===== src/rtl/clock_ctrl.sv =====
// Mode controller for the hh:mm:ss clock: seconds prescaler, button front-end, RUN/SET_MIN/SET_HR FSM.
// Optional button debounce filter is enabled by defining CLOCK_CTRL_DEBOUNCE_EN.
module clock_ctrl #(
    parameter int unsigned DIV           = 50_000_000,
    parameter int unsigned TIMEOUT_TICKS = 10,
    parameter int unsigned DEB_CYCLES    = 500_000
) (
    input  logic       clk,
    input  logic       rst,
    input  logic       btn_mode,
    input  logic       btn_adv,
    input  logic       btn_disp,
    output logic       en_sec,
    output logic       sel_min,
    output logic       sel_hr,
    output logic       set,
    output logic       state,
    output logic [1:0] mode
);

    typedef enum logic [1:0] {
        RUN     = 2'b00,
        SET_MIN = 2'b01,
        SET_HR  = 2'b10
    } mode_t;

    localparam int PW = (DIV > 1) ? $clog2(DIV) : 1;
    localparam int TW = $clog2(TIMEOUT_TICKS + 1);

    // Button bit order: [0] mode, [1] adv, [2] disp.
    logic [2:0] btn_raw, sync1, sync2, level, prev, ev;
    logic       mode_ev, adv_ev, disp_ev, any_ev;

    assign btn_raw = {btn_disp, btn_adv, btn_mode};

    // NOTE: sequential state uses non-blocking assignments so every flop samples pre-edge values.
    always_ff @(posedge clk or negedge rst) begin
        if (!rst) begin
            sync1 <= '0;
            sync2 <= '0;
        end else begin
            sync1 <= btn_raw;
            sync2 <= sync1;
        end
    end

`ifdef CLOCK_CTRL_DEBOUNCE_EN
    localparam int DW = $clog2(DEB_CYCLES + 1);

    logic [DW-1:0] deb_cnt [3];
    logic [2:0]    filt;

    // NOTE: the counter array is tiny and sits in flops, so it is reset with the rest of the state.
    always_ff @(posedge clk or negedge rst) begin
        if (!rst) begin
            filt <= '0;
            for (int i = 0; i < 3; i++) deb_cnt[i] <= '0;
        end else begin
            for (int i = 0; i < 3; i++) begin
                if (sync2[i] == filt[i]) begin
                    deb_cnt[i] <= '0;
                end else if (deb_cnt[i] == DW'(DEB_CYCLES - 1)) begin
                    filt[i]    <= sync2[i];
                    deb_cnt[i] <= '0;
                end else begin
                    deb_cnt[i] <= deb_cnt[i] + 1'b1;
                end
            end
        end
    end

    assign level = filt;
`else
    assign level = sync2;
`endif

    // Registered rising-edge detect: one event per press however long it is held.
    always_ff @(posedge clk or negedge rst) begin
        if (!rst) begin
            prev <= '0;
            ev   <= '0;
        end else begin
            prev <= level;
            ev   <= level & ~prev;
        end
    end

    assign mode_ev = ev[0];
    assign adv_ev  = ev[1];
    assign disp_ev = ev[2];
    assign any_ev  = |ev;

    logic [PW-1:0] pre_cnt;
    logic          tick;

    assign tick = (pre_cnt == PW'(DIV - 1));

    always_ff @(posedge clk or negedge rst) begin
        if (!rst) pre_cnt <= '0;
        else      pre_cnt <= tick ? '0 : pre_cnt + 1'b1;
    end

    mode_t         mode_q;
    logic [TW-1:0] to_cnt;
    logic          saved_state;
    logic          timeout;

    assign timeout = tick && (to_cnt == TW'(TIMEOUT_TICKS - 1));
    assign mode    = mode_q;

    always_ff @(posedge clk or negedge rst) begin
        if (!rst) begin
            mode_q      <= RUN;
            en_sec      <= 1'b0;
            set         <= 1'b0;
            sel_min     <= 1'b1;
            sel_hr      <= 1'b1;
            state       <= 1'b1;
            saved_state <= 1'b1;
            to_cnt      <= '0;
        end else begin
            en_sec <= tick && (mode_q == RUN);
            set    <= 1'b0;
            case (mode_q)
                RUN: begin
                    to_cnt  <= '0;
                    sel_min <= 1'b1;
                    sel_hr  <= 1'b1;
                    if (mode_ev) begin
                        mode_q      <= SET_MIN;
                        sel_min     <= 1'b0;
                        saved_state <= state;
                        state       <= 1'b1;
                    end else if (disp_ev) begin
                        state <= ~state;
                    end
                end
                SET_MIN, SET_HR: begin
                    state <= 1'b1;
                    // Timeout outranks a simultaneous mode press; adv is dropped whenever the mode moves.
                    if (timeout) begin
                        mode_q  <= RUN;
                        sel_min <= 1'b1;
                        sel_hr  <= 1'b1;
                        state   <= saved_state;
                        to_cnt  <= '0;
                    end else if (mode_ev) begin
                        to_cnt <= '0;
                        if (mode_q == SET_MIN) begin
                            mode_q  <= SET_HR;
                            sel_min <= 1'b1;
                            sel_hr  <= 1'b0;
                        end else begin
                            mode_q  <= RUN;
                            sel_min <= 1'b1;
                            sel_hr  <= 1'b1;
                            state   <= saved_state;
                        end
                    end else begin
                        set <= adv_ev;
                        if (any_ev)    to_cnt <= '0;
                        else if (tick) to_cnt <= to_cnt + 1'b1;
                    end
                end
                default: begin
                    mode_q  <= RUN;
                    sel_min <= 1'b1;
                    sel_hr  <= 1'b1;
                    to_cnt  <= '0;
                end
            endcase
        end
    end

endmodule


===== config.mk =====
export PLATFORM = sky130hd
export DESIGN_NAME = clock_ctrl
export DESIGN_NICKNAME = d
export VERILOG_FILES = /design/src/rtl/clock_ctrl.sv
export SDC_FILE = /design/constraint.sdc
export NUM_CORES = 1
export LEC_CHECK = 0
export CAP_MARGIN = 10
export CORE_ASPECT_RATIO = 0.9
export CORE_MARGIN = 4
export CORE_UTILIZATION = 39
export CTS_CLUSTER_DIAMETER = 30
export DETAILED_ROUTE_END_ITERATION = 10
export GPL_TIMING_DRIVEN = 1
export PLACE_DENSITY = 0.54
export SLEW_MARGIN = 10
export SYNTH_ARGS = -nofsm -noshare
export SYNTH_HDL_FRONTEND = slang
export SYNTH_SLANG_ARGS = --single-unit

===== constraint.sdc =====
create_clock -name clk -period 1.8 [get_ports clk]
set_clock_uncertainty 0.15 [all_clocks]
set_input_delay 0.36 -clock clk [delete_from_list [all_inputs] [get_ports clk]]
set_output_delay 0.36 -clock clk [all_outputs]
set_load 0.02 [all_outputs]

# Word level (Yosys, flattened, before mapping)
# Index checks and enable logic that the tools add are counted.
# totals
mem_count	0
mem_bits_rw	0
romBits	0
regBits	50
wordCells	63
latch_bits	0
output_inout_bits	7
# classes
n_lt_le_gt_ge	0
eq_ne	8
reduce_logical	9
n_mux	28
div	0
n_shift	0
bitwise_logic	3
multipliers	0
addsub	2
# op_table
cell	n
$add A26 B1 Y26 const B	1
$eq A26 B26 Y1 const B	1
$mux W26	1
$mux W4	5
$mux W1	15
$mux W2	4
$ne A3 B3 Y1 const B	2
$reduce_and A2 Y1	3
$ne A5 B5 Y1 const B	1
$add A4 B1 Y4 const B	1
$eq A4 B4 Y1 const B	1
$pmux W1 S2	2
$pmux W2 S2	1
$and A3 B3 Y3	1
$not A3 Y3	1
$reduce_or A3 Y1	1
$eq A2 B1 Y1 const B	1
$eq A2 B2 Y1 const B	1
$logic_and A1 B1 Y1	2
$logic_not A2 Y1	1
$ne A2 B2 Y1 const B	1
$reduce_bool A2 Y1	1
$reduce_or A2 Y1	1
$not A1 Y1	1

# Logic depth before layout (Yosys ltp)
# Gate-level depths: netlist (run 1).
# depth
ltp_word	6
depth_mapped	6
mapped_depth_nobuf	6

# Worst setup path after synthesis (run 1)
# Ideal clock, no wire load.
# synth_timing
path_type	flip-flop to flip-flop
start	reg pre_cnt[8]
end	reg to_cnt[2]
stages_incl_launch_ff	5
setup_slack_ns	-0.178
setup_time_ns	0.078
path_buffers	0
t_arrival_ns	1.750
t_required_ns	1.572
path_cell_list	dfrtp_1 nor4b_1 nand4_1 or4b_2 a21oi_1
# synth_between
elab_chain_cells	4
elab_cells_between_ends	5
cone_classes	2 x eq/ne; 2 x mux; 1 x reduce/logical
# synth_lines
item	line_no	rtl
from (decl)	93	logic [PW-1:0] pre_cnt;
from (signal assigned)	100	else pre_cnt <= tick ? '0 : pre_cnt + 1'b1;
$eq A26 B26 Y1 (*)	96	assign tick = (pre_cnt == PW'(DIV - 1));
$logic_and A1 B1 Y1	108	assign timeout = tick && (to_cnt == TW'(TIMEOUT_TICKS - 1));
$mux W4	141	if (timeout) begin
$mux W4	124	case (mode_q)
to (signal assigned)	162	else if (tick) to_cnt <= to_cnt + 1'b1;
to (decl)	104	logic [TW-1:0] to_cnt;
# Mark *: on every way between the ends. The rest lies on a longest branch, timed or not.
# A chain may end at the register's enable or synchronous reset.

# Worst setup path after layout (run 1)
# layout_timing
start	reg pre_cnt[24]
end	reg to_cnt[2]
# Same word-level chain as after synthesis.

==> impl_results.md, run 1 <==
* Outcome: finished with violations
* Failing checks: setup timing
* First-pass GRT wire length at 8.12 mm
* DRT Wirelength at 5.12 mm
* Residual DRC at 0
* Crit. Startpoint: pre_cnt[24]$_DFF_PN0_
* Largest stage delay on the critical path at 0.43 ns
* DR pass1 iterations at 4
* Clock sink count at 50
* Largest area contributor in the synthesized netlist: dfrtp_1
* Most used DFF post-synth: dfrtp_1
* Routed len/inst at 15.1 microns
* Drt via density at 5.32
* Worst skew pair latency at 0.31 ns
* Reg area at 1260 sq um
* Initial antenna violation count at 0
* Tot GR Track Use at 14.7%
* Final ANT Viol Nets at 0
* Slowest cell on crit path: dfrtp_1
* CP delay by family, top: simple AND/OR/NAND/NOR gates
* Worst-path cell chain: nor4b_4, nand4_1, buf_4, buf_6, buf_4, o31ai_1, a21oi_2
* Worst min-delay path category: register to register
* Reg-to-reg setup timing slack at -0.15 ns
* Post-Syn Instances at 204
* Synth warnings at 0
* Max-cap violations at 0
* Power density over the cells at 795 nW/um^2
* DRT iter0 DRCs at 70
* Rel. slew slack at 77.6%
* RePlAce Congestion at 0.885
* NumNets Final at 279
* Synth area leaders: dfrtp_1 51%, dfstp_2 4.6%, xnor2_1 3.9%
* Synth top area share at 50.7%
* Worst-path clk slew at 0.10 ns
* Met3 wire length at 162 microns
* Post-route core utilization at 54.8%
* I/O Buffers at 11
* CTS buffer count at 5
* Combinational share of power at 20.4%
* Die Width at 88.4 microns
* Ys async rst share at 100%
* Grt total ovfl at 0
* Post-Syn Area at 2270 sq um
* Die Area at 7110 sq um
* Critical path's most frequent cell: buf_4
* Buf/Inv on CP at 3
* FMAX at 512 MHz
* Psw at 0.000748 W
* Fill cells at 504
* Yosys cell types at 45
* Slew @ Worst Pin at 0.336 ns
* Crit share post-route at 108%
* CTS H-Tree Depth at 2
* Worst Path Class, Setup: register to register
* Seq/Total Area, Yosys at 55.3%
* Leak Pwr at 1.41 nW
* Fin cells at 340
* Setup slack after layout at -0.152 ns
* Die Y at 80.4 microns
* Via count at 1810
* Sequential power share at 51.2%
* Setup crit end kind: register
* R2R Path Start: pre_cnt[24]$_DFF_PN0_
* Setup-failing EPs final at 26
* Critical Path Start Type: register
* Top Metal Used: met4
* Largest net degree at the start of global routing at 26
* Clk root buf: clkbuf_8
* Cell Count Post-Placement at 322
* EDFF count, synth at 0
* IO Count at 12
* Area of the core at 5660 sq um
* Final max-slew violation count at 0
* Multi-input gate area at 1100 sq um
* Synth Net Count at 214
* Final Hold Violating Endpoints at 0
* Arr. time, crit path at 1.99 ns
* RSZ-0062 raised after global routing: true
* Worst Path Required at 1.84 ns
* Clk pwr share at 28.4%
* CTS tree: yes
* Synthesized area per cell at 11.1 sq um
* Share of layout cells above drive strength 1 at 36.3%
* Origin of the worst min-delay path: sync1[2]$_DFF_PN0_
* Starting Density at 40.1%
* Cell Int Power at 0.00172 W
* DRT met1 WL at 2.47 mm
* Number of global-route vias before repair at 1781
* DP Wirelength at 3.64 mm
* Ant. Diodes at 0
* Met2 Routed Length at 2.44 mm
* Max Buffers Root-to-Sink at 2
* Critical path fanouts, max at 5
* Rows at 26
* Worst VDD drop at 0.516 mV
* Period minus WS final at 1.95 ns
* #FFs+latches synth at 50
* Net Sw Frac at 30.3%
* P&R area growth vs syn at 36.5%
## layout make-up
class / count / share of cell area, %
tap: 70 / 2.82
multi-input combinational: 141 / 35.5
sequential: 50 / 40.5
clock inverter: 3 / 0.928
clock buffer: 5 / 2.22
timing repair buffer: 61 / 16.8
inverter: 10 / 1.21
## power by group through the flow
stage / clock, W / combinational, W / sequential (W)
floorplan: 0 / 0.000221 / 0.00134
global placement: 0 / 0.000479 / 0.00128
detailed placement: 0 / 0.000494 / 0.00129
CTS: 0.000723 / 0.000473 / 0.00126
global route: 0.000765 / 0.000552 / 0.00127
finish: 0.000699 / 0.000502 / 0.00126
## state kept, by name (all words and copies together) (netlist names), 2 cells and up
register,flops
pre_cnt,26
to_cnt,4
ev,3
level,3
prev,3
sync1,3
mode,2
## synth_stat cells (all sizes together) (3+ instances only)
master and number:
a21oi 7, and2 5, and3 4, and4 4
clkbuf 3, dfrtp 46, dfstp 4, ha 5
inv 10, mux2i 6, nand2 12, nand3 9
nand4 10, nor2 13, nor2b 6, nor4 3
o21ai 12, o31ai 6, or4 5, xnor2 10
xor2 5
## through the flow
step	setup TNS [ns]	setup WS (ns)	hold slack (ns)	total power (W)	area, sq um
floorplan	-1.07	-0.117	-0.0856	0.00156	2280
global placement	-1.08	-0.0999	0.118	0.00176	2780
detailed placement	-1.81	-0.156	0.127	0.00178	2780
CTS	-1.51	-0.141	0.217	0.00246	2920
global route	-3.95	-0.210	0.231	0.00259	3100
finish	-2.16	-0.152	0.213	0.00246	3100
## final timing paths
| path | end | cells after the start |
|---|---|---|
| setup / recovery | to_cnt[2]$_DFFE_PN0P_ | 7 |
| hold / removal | level[2]$_DFF_PN0_ | 0 |
| setup reg to reg | to_cnt[2]$_DFFE_PN0P_ | 7 |
| hold reg to reg | level[2]$_DFF_PN0_ | 0 |
| max in group asynchronous | pre_cnt[2]$_DFF_PN0_ | 3 |
| min in group asynchronous | mode[1]$_DFFE_PN0P_ | 2 |
## kinds of logic after synthesis
group                    count (synthesis)  synth area share, %
multiplexers                             7                 3.14
XOR/XNOR                                15                 5.78
AND/OR/NAND/NOR                         83                 22.4
AO/OA/AOI/OAI                           31                 8.43
adder cells (fa/ha/maj)                  5                 2.75
buffers and inverters                   13                 2.15
flip-flops                              50                 55.3
## metal layers
metal,vias up,track usage (%)
met3,4,3.49
li1,866,-
met1,909,20.4
met5,-,0
met2,31,23.0
met4,0,3.78
## what timing repair did
item	CTS	global route
hold endpoints to repair	7	0
cloned	0	3
setup buffers	2	4
resized for setup	9	39
endpoints found under the setup margin	22	31
hold buffers	1	0
pin swaps	8	12
## placed cells by master, fill, tap and decap left out, types with 5 or more instances in the layout
master and n:
mux2i_1 6, dfrtp_1 46, o21ai_0 7, xor2_1 5, o31ai_1 5, clkbuf_8 5
nor2b_1 6, a21oi_2 5, nand4_1 9, buf_6 7, o21ai_2 5, inv_1 10
nand3_1 7, xnor2_1 10, buf_4 41, nand2_1 12, nor2_1 12
Power figures use the tool's default switching activity.
==> run 2: changes to the inputs <==
- CTS_CLUSTER_SIZE: unset -> 14
==> results of run 2 <==
Final layout, timing and power as in run 1 (identical DEF).
==> run 3: changes to the inputs <==
- CORE_ASPECT_RATIO: 0.9 -> 0.5
- PLACE_DENSITY: 0.54 -> unset
- SLEW_MARGIN: 10 -> 20
==> run 3 against run 2 <==
  * The run still ends with setup timing left
  * Die area increased by 1.0%
  * Flip-flop and latch count unchanged
  * Routed wire length decreased by 0.49%
  * Clock power increased by 40%
==> impl_results.md, run 3 (synthesis results as in run 1) <==
* Outcome: finished with violations
* Failing checks: setup timing
* P&R area growth vs syn at 43.1%
* DRT Wirelength at 5.09 mm (-0.49%)
* IO Count at 12 (unchanged)
* Setup-failing EPs final at 15 (-42%)
* Leak Pwr at 1.48 nW (+5.3%)
* FF-to-FF path depth at 7 (unchanged)
* Final Hold Violating Endpoints at 0 (unchanged)
* Worst hold path stage count at 0 (unchanged)
* Largest regs: pre_cnt: 26 flops, to_cnt: 4 flops
* Fill cells at 461 (-8.5%)
* Arr. time, crit path at 1.92 ns (-0.07 ns)
* Tot GR Track Use at 15.2% (+0.46 points)
* Drt via density at 5.23 (-1.7%)
* Max Buffers Root-to-Sink at 2 (unchanged)
* Number of global-route vias before repair at 1781 (unchanged)
* RePlAce Congestion at 0.786 (-11%)
* Worst Path Class, Setup: register to register
* Clk root buf: clkbuf_16
* Critical path fanouts, max at 6 (+1)
* Clock sink count at 50 (unchanged)
* Routed len/inst at 14.6 microns (-2.8%)
* Worst Path Required at 1.82 ns (-0.02 ns)
* Max-cap violations at 0 (unchanged)
* Worst VDD drop at 0.743 mV (+44%)
* FMAX at 526 MHz (+2.7%)
* Power density over the cells at 839 nW/um^2 (+5.6%)
* Die Width at 116 microns (+31%)
* Pwr Total at 0.00273 W (+11%)
* Final max-slew violation count at 0 (unchanged)
* Fin cells at 348 (+2.4%)
* Worst skew pair latency at 0.29 ns (-0.02 ns)
* Share of layout cells above drive strength 1 at 39.6% (+3.3 points)
* Ant. Diodes at 0 (unchanged)
* CTS H-Tree Depth at 2 (unchanged)
* Die Y at 62.0 microns (-23%)
* Top reg by flops: pre_cnt
* Die Area at 7180 sq um (+1.0%)
* Final ANT Viol Nets at 0 (unchanged)
* NumNets Final at 284 (+1.8%)
* Initial antenna violation count at 0 (unchanged)
* Grt total ovfl at 0 (unchanged)
* CTS tree: yes
* DP Wirelength at 3.44 mm (-5.4%)
* Largest net degree at the start of global routing at 27 (+3.8%)
* Slew @ Worst Pin at 0.336 ns (+0.000302 ns)
* Setup slack after layout at -0.0998 ns (+0.0521 ns)
* Most frequent cells in the layout: 46 x buf_4, 46 x dfrtp_1, 12 x nand2_1
* RSZ-0062 raised after global routing: true
* Rel. slew slack at 77.6% (about the same)
* DR pass1 iterations at 4 (unchanged)
* Crit share post-route at 106% (-2.9 points)
* Area of the core at 5560 sq um (-1.7%)
* Setup crit end kind: register
* Cell Count Post-Placement at 324 (+0.62%)
* Period minus WS final at 1.90 ns (-0.0521 ns)
* DRT iter0 DRCs at 92 (+31%)
* Worst-path clk slew at 0.07 ns (-0.03 ns)
* Starting Density at 40.8% (+0.70 points)
* I/O Buffers at 11 (unchanged)
* Via count at 1821 (+0.61%)
* CTS buffer count at 5 (unchanged)
* Critical Path Start Type: register
* Residual DRC at 0 (unchanged)
* Max reg flops at 26 (unchanged)
* First-pass GRT wire length at 8.39 mm (+3.3%)
* Worst min-delay path category: register to register
* Rows at 19 (-27%)
run 3: path summary, 6_finish.rpt:
path | start | to | slack [ns]
max in group asynchronous | rst | sync1[1]$_DFF_PN0_ | 0.68
setup reg to reg | pre_cnt[10]$_DFF_PN0_ | to_cnt[3]$_DFFE_PN0P_ | -0.1
setup / recovery | pre_cnt[10]$_DFF_PN0_ | to_cnt[3]$_DFFE_PN0P_ | -0.1
hold reg to reg | sync1[1]$_DFF_PN0_ | level[1]$_DFF_PN0_ | 0.20
min in group asynchronous | rst | en_sec$_DFF_PN0_ | 0.35
hold / removal | sync1[1]$_DFF_PN0_ | level[1]$_DFF_PN0_ | 0.20
run 3: power by group:
part	internal (W)	switching (W)
Clock	0.000558	0.000419
Sequential	0.00122	0.0000439
Combinational	0.000209	0.000279
run 3: stage by stage:
stage | setup slack (ns) | utilization [%] | TNS [ns] | area, sq um | hold slack, ns
6_report | -0.0998 | 58.4 | -0.652 | 3250 | 0.199
5_1_grt | -0.205 | 58.4 | -2.97 | 3250 | 0.207
4_1_cts | -0.0954 | 54.6 | -0.389 | 3040 | 0.201
3_5_place_dp | -0.131 | 49.9 | -0.907 | 2770 | 0.131
3_3_place_gp | -0.0889 | 49.9 | -0.455 | 2770 | 0.129
2_1_floorplan | -0.117 | - | -1.07 | 2280 | -0.0856
run 3: layout make-up:
type | count | area [sq um] | area share (%)
clock buffers | 6 | 139 | 4.27
clock inverters | 2 | 16.3 | 0.500
inverters | 10 | 37.5 | 1.15
multi-input cells | 141 | 1150 | 35.5
flip-flops and latches | 50 | 1260 | 38.6
well taps | 73 | 91.3 | 2.81
repair buffers | 66 | 558 | 17.2
run 3: routing by layer:
| metal | vias to the layer above | wire length, microns | GRT usage, % |
|---|---|---|---|
| met5 | - | 0 | 0 |
| met4 | 0 | 93 | 5.95 |
| met3 | 8 | 136 | 3.58 |
| met2 | 22 | 2460 | 25.5 |
| met1 | 917 | 2410 | 19.5 |
| li1 | 874 | - | - |
run 3: critical path: stages (launching register included):
cell	delay, ns
dfrtp_1	0.41
and4bb_2	0.31
nand4_1	0.11
buf_6	0.16
buf_6	0.13
buf_4	0.13
o31ai_1	0.30
a21oi_2	0.09
run 3: timing repair:
item	in CTS	in global routing
setup endpoints to repair	23	28
buffers inserted	6	8
hold buffers	1	0
resized for setup	17	38
gates cloned	1	0
pin swaps	12	15
hold endpoints to repair	8	0
